--- src/rtl/dcache_pkg.sv ---
// rtl/dcache_pkg.sv - shared widths, MSI encodings and refill FSM states for the dcache refill controller
package dcache_pkg;

    localparam int AddressSize = 32;
    localparam int WordSize    = 32;
    localparam int LineBeats   = 8;
    localparam int LineW       = WordSize * LineBeats;

    localparam int TagW     = 17;
    localparam int IndexW   = 10;
    localparam int OffsetW  = 5;
    localparam int TagLsb   = 15;
    localparam int IndexLsb = 5;
    localparam int BeatW    = 3;

    localparam logic [BeatW-1:0] LastBeat = BeatW'(LineBeats - 1);

    typedef enum logic [1:0] {
        MSI_I = 2'b00,
        MSI_S = 2'b01,
        MSI_M = 2'b11
    } msi_e;

    typedef enum logic [1:0] {
        ST_IDLE,
        ST_WB,
        ST_FILL,
        ST_INSTALL
    } refill_state_e;

    function automatic int word_lsb(input logic [BeatW-1:0] beat);
        return int'(beat) * WordSize;
    endfunction

endpackage

--- src/rtl/dcache_refill_ctrl_if.sv ---
// rtl/dcache_refill_ctrl_if.sv - word-wide memory beat port between the refill controller and main memory
interface dcache_refill_ctrl_if;
    import dcache_pkg::*;

    logic                   mem_req_o;
    logic                   mem_we_o;
    logic [AddressSize-1:0] mem_addr_o;
    logic [WordSize-1:0]    mem_wdata_o;
    logic [WordSize-1:0]    mem_rdata_i;
    logic                   mem_ack_i;

    modport master (
        output mem_req_o,
        output mem_we_o,
        output mem_addr_o,
        output mem_wdata_o,
        input  mem_rdata_i,
        input  mem_ack_i
    );

    modport slave (
        input  mem_req_o,
        input  mem_we_o,
        input  mem_addr_o,
        input  mem_wdata_o,
        output mem_rdata_i,
        output mem_ack_i
    );

endinterface

--- src/rtl/dcache_line_buffer.sv ---
// rtl/dcache_line_buffer.sv - 256-bit line register with whole-line load, per-beat word insert and extract
module dcache_line_buffer
    import dcache_pkg::*;
(
    input  logic                clk,
    input  logic                rst,
    input  logic                load_i,
    input  logic [LineW-1:0]    line_i,
    input  logic                wr_en_i,
    input  logic [BeatW-1:0]    wr_idx_i,
    input  logic [WordSize-1:0] wr_data_i,
    input  logic [BeatW-1:0]    rd_idx_i,
    output logic [WordSize-1:0] rd_data_o,
    output logic [LineW-1:0]    line_o
);

    logic [LineW-1:0] line_q;
    logic [LineW-1:0] line_d;

    always_comb begin
        line_d = line_q;
        if (load_i) begin
            line_d = line_i;
        end else if (wr_en_i) begin
            line_d[word_lsb(wr_idx_i) +: WordSize] = wr_data_i;
        end
    end

    always_ff @(posedge clk) begin
        if (rst) begin
            line_q <= '0;
        end else begin
            line_q <= line_d;
        end
    end

    assign rd_data_o = line_q[word_lsb(rd_idx_i) +: WordSize];
    assign line_o    = line_q;

endmodule

--- src/rtl/dcache_refill_ctrl.sv ---
// rtl/dcache_refill_ctrl.sv - dcache miss responder: dirty victim write-back, 8-beat line fill, one-cycle install
module dcache_refill_ctrl
    import dcache_pkg::*;
(
    input  logic                   clk,
    input  logic                   rst,
    input  logic                   miss_rd_i,
    input  logic                   miss_wr_i,
    input  logic [AddressSize-1:0] miss_addr_i,
    input  logic [TagW-1:0]        victim_tag_i,
    input  logic [1:0]             victim_state_i,
    input  logic [LineW-1:0]       victim_line_i,
    output logic                   busy_o,
    output logic                   refill_we_o,
    output logic [IndexW-1:0]      refill_index_o,
    output logic [TagW-1:0]        refill_tag_o,
    output logic [1:0]             refill_state_o,
    output logic [LineW-1:0]       refill_line_o,
    dcache_refill_ctrl_if.master   mem
);

    refill_state_e     state_q, state_d;
    logic [BeatW-1:0]  beat_q, beat_d;
    logic [TagW-1:0]   tag_q, tag_d;
    logic [IndexW-1:0] index_q, index_d;
    logic [TagW-1:0]   vtag_q, vtag_d;
    logic              wr_q, wr_d;

    logic              lb_load;
    logic              lb_wr;
    logic [WordSize-1:0] lb_rd_data;
    logic [LineW-1:0]  lb_line;

    logic [TagW-1:0]   req_tag;
    logic [IndexW-1:0] req_index;
    logic              offset_unused;

    assign req_tag       = miss_addr_i[AddressSize-1:TagLsb];
    assign req_index     = miss_addr_i[TagLsb-1:IndexLsb];
    assign offset_unused = ^miss_addr_i[OffsetW-1:0];

    // The buffer holds the victim line on acceptance; write-back drains word k
    // before the fill overwrites it, so one buffer serves both phases.
    dcache_line_buffer u_line_buffer (
        .clk       (clk),
        .rst       (rst),
        .load_i    (lb_load),
        .line_i    (victim_line_i),
        .wr_en_i   (lb_wr),
        .wr_idx_i  (beat_q),
        .wr_data_i (mem.mem_rdata_i),
        .rd_idx_i  (beat_q),
        .rd_data_o (lb_rd_data),
        .line_o    (lb_line)
    );

    always_comb begin
        state_d = state_q;
        beat_d  = beat_q;
        tag_d   = tag_q;
        index_d = index_q;
        vtag_d  = vtag_q;
        wr_d    = wr_q;
        lb_load = 1'b0;
        lb_wr   = 1'b0;

        busy_o         = 1'b0;
        refill_we_o    = 1'b0;
        refill_index_o = '0;
        refill_tag_o   = '0;
        refill_state_o = '0;
        refill_line_o  = '0;
        mem.mem_req_o   = 1'b0;
        mem.mem_we_o    = 1'b0;
        mem.mem_addr_o  = '0;
        mem.mem_wdata_o = '0;

        case (state_q)
            ST_IDLE: begin
                if (miss_rd_i || miss_wr_i) begin
                    tag_d   = req_tag;
                    index_d = req_index;
                    vtag_d  = victim_tag_i;
                    wr_d    = miss_wr_i;
                    beat_d  = '0;
                    lb_load = 1'b1;
                    if (miss_wr_i && (victim_state_i == MSI_S) && (victim_tag_i == req_tag)) begin
                        state_d = ST_INSTALL;
                    end else if ((victim_state_i == MSI_M) && (victim_tag_i != req_tag)) begin
                        state_d = ST_WB;
                    end else begin
                        state_d = ST_FILL;
                    end
                end
            end

            ST_WB: begin
                busy_o          = 1'b1;
                mem.mem_req_o   = 1'b1;
                mem.mem_we_o    = 1'b1;
                mem.mem_addr_o  = {vtag_q, index_q, beat_q, 2'b00};
                mem.mem_wdata_o = lb_rd_data;
                if (mem.mem_ack_i) begin
                    beat_d = beat_q + 1'b1;
                    if (beat_q == LastBeat) begin
                        state_d = ST_FILL;
                    end
                end
            end

            ST_FILL: begin
                busy_o         = 1'b1;
                mem.mem_req_o  = 1'b1;
                mem.mem_addr_o = {tag_q, index_q, beat_q, 2'b00};
                if (mem.mem_ack_i) begin
                    lb_wr  = 1'b1;
                    beat_d = beat_q + 1'b1;
                    if (beat_q == LastBeat) begin
                        state_d = ST_INSTALL;
                    end
                end
            end

            ST_INSTALL: begin
                busy_o         = 1'b1;
                refill_we_o    = 1'b1;
                refill_index_o = index_q;
                refill_tag_o   = tag_q;
                refill_state_o = wr_q ? MSI_M : MSI_S;
                refill_line_o  = lb_line;
                state_d        = ST_IDLE;
            end

            default: begin
                state_d = ST_IDLE;
            end
        endcase
    end

    always_ff @(posedge clk) begin
        if (rst) begin
            state_q <= ST_IDLE;
            beat_q  <= '0;
            tag_q   <= '0;
            index_q <= '0;
            vtag_q  <= '0;
            wr_q    <= 1'b0;
        end else begin
            state_q <= state_d;
            beat_q  <= beat_d;
            tag_q   <= tag_d;
            index_q <= index_d;
            vtag_q  <= vtag_d;
            wr_q    <= wr_d;
        end
    end

endmodule

--- src/flat_wrapper.sv ---
// flat-port wrapper written by rule: the top's interface ports become plain ports
module dcache_refill_ctrl_flat import dcache_pkg::*;
  (clk, rst, miss_rd_i, miss_wr_i, miss_addr_i, victim_tag_i, victim_state_i, victim_line_i, busy_o, refill_we_o, refill_index_o, refill_tag_o, refill_state_o, refill_line_o, mem_mem_req_o, mem_mem_we_o, mem_mem_addr_o, mem_mem_wdata_o, mem_mem_rdata_i, mem_mem_ack_i);
  dcache_refill_ctrl_if mem_i ();
  input  logic clk;
  input  logic rst;
  input  logic miss_rd_i;
  input  logic miss_wr_i;
  input  logic [AddressSize-1:0] miss_addr_i;
  input  logic [TagW-1:0] victim_tag_i;
  input  logic [1:0] victim_state_i;
  input  logic [LineW-1:0] victim_line_i;
  output logic busy_o;
  output logic refill_we_o;
  output logic [IndexW-1:0] refill_index_o;
  output logic [TagW-1:0] refill_tag_o;
  output logic [1:0] refill_state_o;
  output logic [LineW-1:0] refill_line_o;
  output wire logic [$bits(mem_i.mem_req_o)-1:0] mem_mem_req_o;
  output wire logic [$bits(mem_i.mem_we_o)-1:0] mem_mem_we_o;
  output wire logic [$bits(mem_i.mem_addr_o)-1:0] mem_mem_addr_o;
  output wire logic [$bits(mem_i.mem_wdata_o)-1:0] mem_mem_wdata_o;
  input wire logic [$bits(mem_i.mem_rdata_i)-1:0] mem_mem_rdata_i;
  input wire logic [$bits(mem_i.mem_ack_i)-1:0] mem_mem_ack_i;
  assign mem_mem_req_o = mem_i.mem_req_o;
  assign mem_mem_we_o = mem_i.mem_we_o;
  assign mem_mem_addr_o = mem_i.mem_addr_o;
  assign mem_mem_wdata_o = mem_i.mem_wdata_o;
  assign mem_i.mem_rdata_i = mem_mem_rdata_i;
  assign mem_i.mem_ack_i = mem_mem_ack_i;
  dcache_refill_ctrl u_core (.clk(clk), .rst(rst), .miss_rd_i(miss_rd_i), .miss_wr_i(miss_wr_i), .miss_addr_i(miss_addr_i), .victim_tag_i(victim_tag_i), .victim_state_i(victim_state_i), .victim_line_i(victim_line_i), .busy_o(busy_o), .refill_we_o(refill_we_o), .refill_index_o(refill_index_o), .refill_tag_o(refill_tag_o), .refill_state_o(refill_state_o), .refill_line_o(refill_line_o), .mem(mem_i));
endmodule
--- config.mk ---
export PLATFORM = sky130hd
export DESIGN_NAME = dcache_refill_ctrl_flat
export DESIGN_NICKNAME = d
export VERILOG_FILES = /design/src/rtl/dcache_pkg.sv /design/src/rtl/dcache_refill_ctrl_if.sv /design/src/rtl/dcache_line_buffer.sv /design/src/rtl/dcache_refill_ctrl.sv /design/src/flat_wrapper.sv
export SDC_FILE = /design/constraint.sdc
export NUM_CORES = 1
export LEC_CHECK = 0
export CAP_MARGIN = 20
export CORE_AREA = 2 2 272 274
export CTS_CLUSTER_SIZE = 24
export DETAILED_ROUTE_END_ITERATION = 7
export DIE_AREA = 0 0 274 276
export GPL_TIMING_DRIVEN = 0
export SYNTH_ARGS = -nofsm -noshare
export SYNTH_HDL_FRONTEND = slang
export SYNTH_SLANG_ARGS = --single-unit
--- constraint.sdc ---
create_clock -name clk -period 4.5 [get_ports clk]
set_clock_uncertainty 0.2 [all_clocks]
set_input_delay 0.9 -clock clk [delete_from_list [all_inputs] [get_ports clk]]
set_output_delay 0.9 -clock clk [all_outputs]
set_load 0.01 [all_outputs]
=== Word level (Yosys, flattened, before mapping) ===
Cells that the tools add are included.
W data, S select, Z words.

* ROM bits: 0
* RAM bits: 0
* Bits in registers: 306
* Latch bits: 0
* Word-level logic and storage cells: 67
* Output and inout bits: 353
* Memories: 0
* Input port bits: 344

* Mux-type cells: 29
* Bitwise gates (word level): 0
* $add $sub $neg: 2
* Div/mod/pow operators: 0
* Equal/unequal tests: 14
* Multiply operators: 0
* Shift-type cells: 3
* Order comparisons: 0
* Reduce and logical (&&, ||, !) cells: 12

{| class="wikitable"
|+ Operators with widths
! kind !! count
|-
| $mux W256 || 3
|-
| $bwmux W256 || 1
|-
| $shift A32 B33 Y256 const A || 1
|-
| $shiftx A256 B9 Y32 || 1
|-
| $shiftx A32 B33 Y256 || 1
|-
| $pmux W32 S2 || 1
|-
| $neg A8 Y33 || 1
|-
| $mux W32 || 1
|-
| $mux W2 || 9
|-
| $eq A17 B17 Y1 || 1
|-
| $mux W17 || 1
|-
| $ne A17 B17 Y1 || 1
|-
| $mux W10 || 1
|-
| $mux W1 || 8
|-
| $ne A2 B1 Y1 const B || 4
|-
| $pmux W2 S4 || 1
|-
| $eq A2 B2 Y1 const B || 3
|-
| $mux W3 || 2
|-
| $pmux W3 S2 || 1
|-
| $reduce_and A5 Y1 || 1
|-
| $eq A2 B1 Y1 const B || 2
|-
| $ne A2 B2 Y1 const B || 2
|-
| $reduce_bool A2 Y1 || 2
|-
| $add A3 B1 Y3 const B || 1
|-
| 8 further kinds || 10
|}

=== Logic depth before layout (Yosys ltp) ===
* Depth after elaboration: 6
* Gate-level depth with buffers: 14
* Mapped depth without buffers: 8

=== Modules after synthesis ===
From an unflattened synthesis, not the netlist that was laid out.

* Cells, all modules: 1894
* Area, all modules: 16801.1 um^2

{| class="wikitable"
|+ Modules (own cells, without submodules)
! module !! instances !! sequential area each (um^2) !! area an instance (um^2) !! cells an instance
|-
| dcache_line_buffer || 1 || 5124.9 || 12199.2 || 1222
|-
| dcache_refill_ctrl || 1 || 1001.0 || 4601.9 || 672
|}

=== Worst setup path after synthesis ===
Ideal clock, no wire load.

* Path kind: flip-flop to flip-flop
* From: register u_core.beat_q[1]
* To: register u_core.u_line_buffer.line_q[147], in the netlist u_core.u_line_buffer.line_o[147]
* Stages on the path, launching flop included: 13
* Path slack: 1422 ps
* Data required time: 4158 ps
* Path buffers: 5
* Setup time: 142 ps
* Period minus slack after synthesis: 3078 ps
* Data arrival time: 2736 ps
* Cells stage by stage: dfxtp_1 -> buf_2 -> buf_2 -> buf_1 -> inv_1 -> ha_1 -> ha_1 -> nand4b_1 -> or4_1 -> buf_2 -> buf_2 -> nand2_1 -> a311oi_1

* Cells in the longest elaborated chain, start to end: 5
* Elaborated cells on any way between the ends: 6
* Those cells by class: add/sub (1); shift (2); mux (3)

{| class="wikitable"
|+ Ends and longest elaborated chain
! what !! RTL line !! source
|-
| start, declared || dcache_refill_ctrl.sv:23 || <nowiki>logic [BeatW-1:0] beat_q, beat_d;</nowiki>
|-
| start signal, assigned || dcache_refill_ctrl.sv:150 || <nowiki>beat_q <= beat_d;</nowiki>
|-
| $neg A8 Y33 * || dcache_line_buffer.sv:25 || <nowiki>line_d[word_lsb(wr_idx_i) +: WordSize] = wr_data_i;</nowiki>
|-
| $shiftx A32 B33 Y256 or $shift A32 B33 Y256 (tied branches) || dcache_line_buffer.sv:25 ||
|-
| $bwmux W256 * || dcache_line_buffer.sv:25 ||
|-
| $mux W256 * || dcache_line_buffer.sv:24 || <nowiki>end else if (wr_en_i) begin</nowiki>
|-
| $mux W256 * || dcache_line_buffer.sv:22 || <nowiki>if (load_i) begin</nowiki>
|-
| end signal, assigned || dcache_line_buffer.sv:33 || <nowiki>line_q <= line_d;</nowiki>
|-
| end, declared || dcache_line_buffer.sv:17 || <nowiki>logic [LineW-1:0] line_q;</nowiki>
|}

Mark *: on every way between the ends. The rest lies on a longest branch, timed or not. The select of a mux whose other input is x is not followed.
A chain may end at the register's enable or synchronous reset.

=== Worst setup path after layout ===
* From: register u_core.state_q[1]
* To: output port mem_mem_wdata_o[21]

* Cells in the longest elaborated chain, start to end: 2

{| class="wikitable"
|+ Ends and longest elaborated chain
! what !! RTL line !! source
|-
| start, declared || dcache_refill_ctrl.sv:22 || <nowiki>refill_state_e state_q, state_d;</nowiki>
|-
| start signal, assigned || dcache_refill_ctrl.sv:149 || <nowiki>state_q <= state_d;</nowiki>
|-
| $eq A2 B1 Y1 || dcache_refill_ctrl.sv:78 || <nowiki>case (state_q)</nowiki>
|-
| $mux W32 || dcache_refill_ctrl.sv:78 ||
|-
| end, declared || flat_wrapper.sv:22 || <nowiki>output wire logic [$bits(mem_i.mem_wdata_o)-1:0] mem_mem_wdata_o;</nowiki>
|}

No other way between the ends.

==> qor.yml <==
worstSetupEndpointType: "output port"
synthFlopType: "dfxtp_1"
hold_class: "reg -> reg"
core_area_um2: 72600
post-route-min-period_ns: 4.42
place_ws_ns: -0.601
initial_core_util_pct: 24.7
rows: 99
drt_iter0_markers: 1943
cts_tree: "done"
final_cell_mix: "clkdlybuf4s50_1 (663), nand2_1 (318), dfxtp_1 (306), and2_1 (297), nor2_1 (288)"
drcViolationCount: 0
fmax_ghz: 0.226
final_cell_count_no_fill: 3857
status: "finished, final reports clean"
antenna_found_initial: 15
cap_violations: 0
synthArstFlopShare_pct: 0
powerDensity_nw_per_um2: 547
path_delay_family: "buffers and inverters"
synth-edff-count: 0
period_share_pct: 98.3
hold_buffers: 0
cts-root-buf: "clkbuf_16"
syn_area_um2: 17900
cp_slowest_cell: "clkdlybuf4s50_1"
final_util_pct: 37.5
drt-pass1-iter-count: 5
vdd_drop_max_mv: 0.220
place_congestion: 0.893
yosys_warnings: 0
critPathBufInv: 4
yosys_register_bits: 306
synth.area.top_cells: "dfxtp_1 (34%), and2_1 (10%), mux4_2 (8.0%)"
worstPathArrival_ns: 3.32
clockBufferDepth: 3
r2r-start: "u_core.beat_q[1]"
totalWireLength_um: 119000
yosys.area.top_type: "dfxtp_1"
yosys.area.top_type_share_pct: 34.2
holdWs_ns: 0.255
slew_viol_final: 0
setup_viol: 0
ys_seq_area_share_pct: 34.2
dieArea_um2: 75600
dp_cells: 3774
crit_type: "reg -> out"
syn_to_final_growth_pct: 51.9
cp_data_required_time_ns: 3.40
insertion_delay_ns: 0.56
syn_avg_cell_area_um2: 8.33
syn_inst: 2151
tightest_slew_ns: 1.17
path_max_fanout: 10
grt_pass1_wl_um: 161000
tns_ns: 0
hold_viol_final: 0
routed-via-count: 20400
synth_cell_types: 48
post_route_cells_drive_above_1_share_pct: 9.07
final_common_cell: "clkdlybuf4s50_1"
cpPeakStageDelay_ns: 0.64
relSlewSlack_pct: 22.2
grt_overflow_total: 0
cpMostUsedCell: "clkbuf_2"
fp.dieH_um: 276
rsz0062_at_grt: "no"
setup_ws_ns: 0.0758
htree_levels: 2
ant_nets: 0
ios: 697
vias_per_cell: 5.28
port_buffers: 663
dp_hpwl_um: 90400
crit_start: "u_core.state_q[1]"
cts_buffers: 42
power.leakage_uw: 0.00981
min_from: "u_core.vtag_q[9]"
cts.sinks: 306
nets: 3214
die_width_um: 274
grt_max_degree: 16
drt-wirelength-per-cell_um: 30.8
grt_pass1_vias: 20200
worstPathCellList: "inv_1 > ha_1 > clkbuf_2 > clkbuf_2 > a21boi_0 > clkdlybuf4s50_1"
clk_pin_slew_worst_paths_ns: 0.06
grt.total_usage_pct: 30.2
crit_path_start_kind: "register"
routing by layer:
metal	share of wire [%]	up-vias	routed length, um	global-route usage, %
met5	0.065	-	77	0
met4	3.9	12	4650	10.7
met3	8.4	266	9990	6.40
met2	46	1233	54700	49.1
met1	42	9953	49500	39.3
li1	-	8919	-	-
synthesized netlist by cell type (2+ instances only):
cell and instances:
a211oi_1 133, a211oi_2 37, a21boi_0 32, a21oi_1 49
a22oi_1 49, a311oi_1 87, and2_1 297, buf_1 10
buf_2 44, buf_4 10, buf_6 3, clkbuf_1 167
dfxtp_1 306, ha_1 10, inv_1 5, mux2i_1 114
mux4_2 64, nand2_1 318, nand2b_1 10, nand3_1 23
nand4_1 7, nor2_1 288, nor2b_1 20, nor3_1 28
o21a_1 2, xnor2_1 15, xor2_1 2
state kept, by name, indices dropped and copies added, names as in the netlist:
register	flops
u_core.index_q	10
u_core.wr_q	1
u_core.tag_q	17
u_core.state_q	2
u_core.beat_q	3
u_core.vtag_q	17
u_core.u_line_buffer.line_o	256
path summary, 6_finish.rpt:
check,slack (ns),cells after the start,endpoint
max,0.08,6,mem_mem_wdata_o[21]
max reg2reg,0.23,12,u_core.u_line_buffer.line_o[164]
min reg2reg,0.26,2,u_core.vtag_q[9]
min,0.26,2,u_core.vtag_q[9]
layout make-up:
cell class | count | area (um^2)
Sequential cell | 306 | 6130
Inverter | 6 | 22.5
Fill cell | 7652 | 45400
Buffer | 234 | 1050
Timing Repair Buffer | 665 | 6650
Clock inverter | 14 | 156
Clock buffer | 58 | 1220
Multi-Input combinational cell | 1605 | 10800
Antenna cell | 10 | 25.0
Tap cell | 959 | 1200
power breakdown:
part	switching [uW]	internal, uW
Sequential	762	3560
Clock	1410	2060
Combinational	4550	2550
Total	6720	8170
worst register-to-register path, stage by stage, from the launching register on:
cell	delay, ns
dfxtp_1	0.33
buf_2	0.27
buf_2	0.37
buf_4	0.35
inv_1	0.09
ha_1	0.21
ha_1	0.33
nor2b_1	0.45
nand2_1	0.10
nor2_1	0.20
clkbuf_1	0.80
nand2_1	0.17
a311oi_1	0.32
per-stage QoR:
stage	instance area, um^2	total power (uW)
floorplan	17900	7880
global placement	25800	11300
detailed placement	25800	11300
CTS	27200	14800
global route	27200	15500
finish	27200	14900
cells by family (layout without fill, tap and decap cells):
| family | after synthesis | count (layout) | synth area share [%] |
|---|---|---|---|
| buf+inv | 241 | 977 | 5.75 |
| xor+xnor | 17 | 17 | 0.831 |
| other cells | 1 | 12 | 0.0209 |
| flops | 306 | 306 | 34.2 |
| compound gates | 395 | 395 | 17.5 |
| mux | 178 | 178 | 14.4 |
| simple gates | 1003 | 1003 | 26.6 |
| fa+ha+maj | 10 | 10 | 0.698 |
timing repair:
action | in CTS | in global routing
setup buffers | 2 | 0
gates cloned | 0 | 0
pin swaps | 1 | 0
endpoints found under the setup margin | 434 | 23
gates resized for setup | 28 | 13
Note: power is estimated with default switching activity, not from simulation.
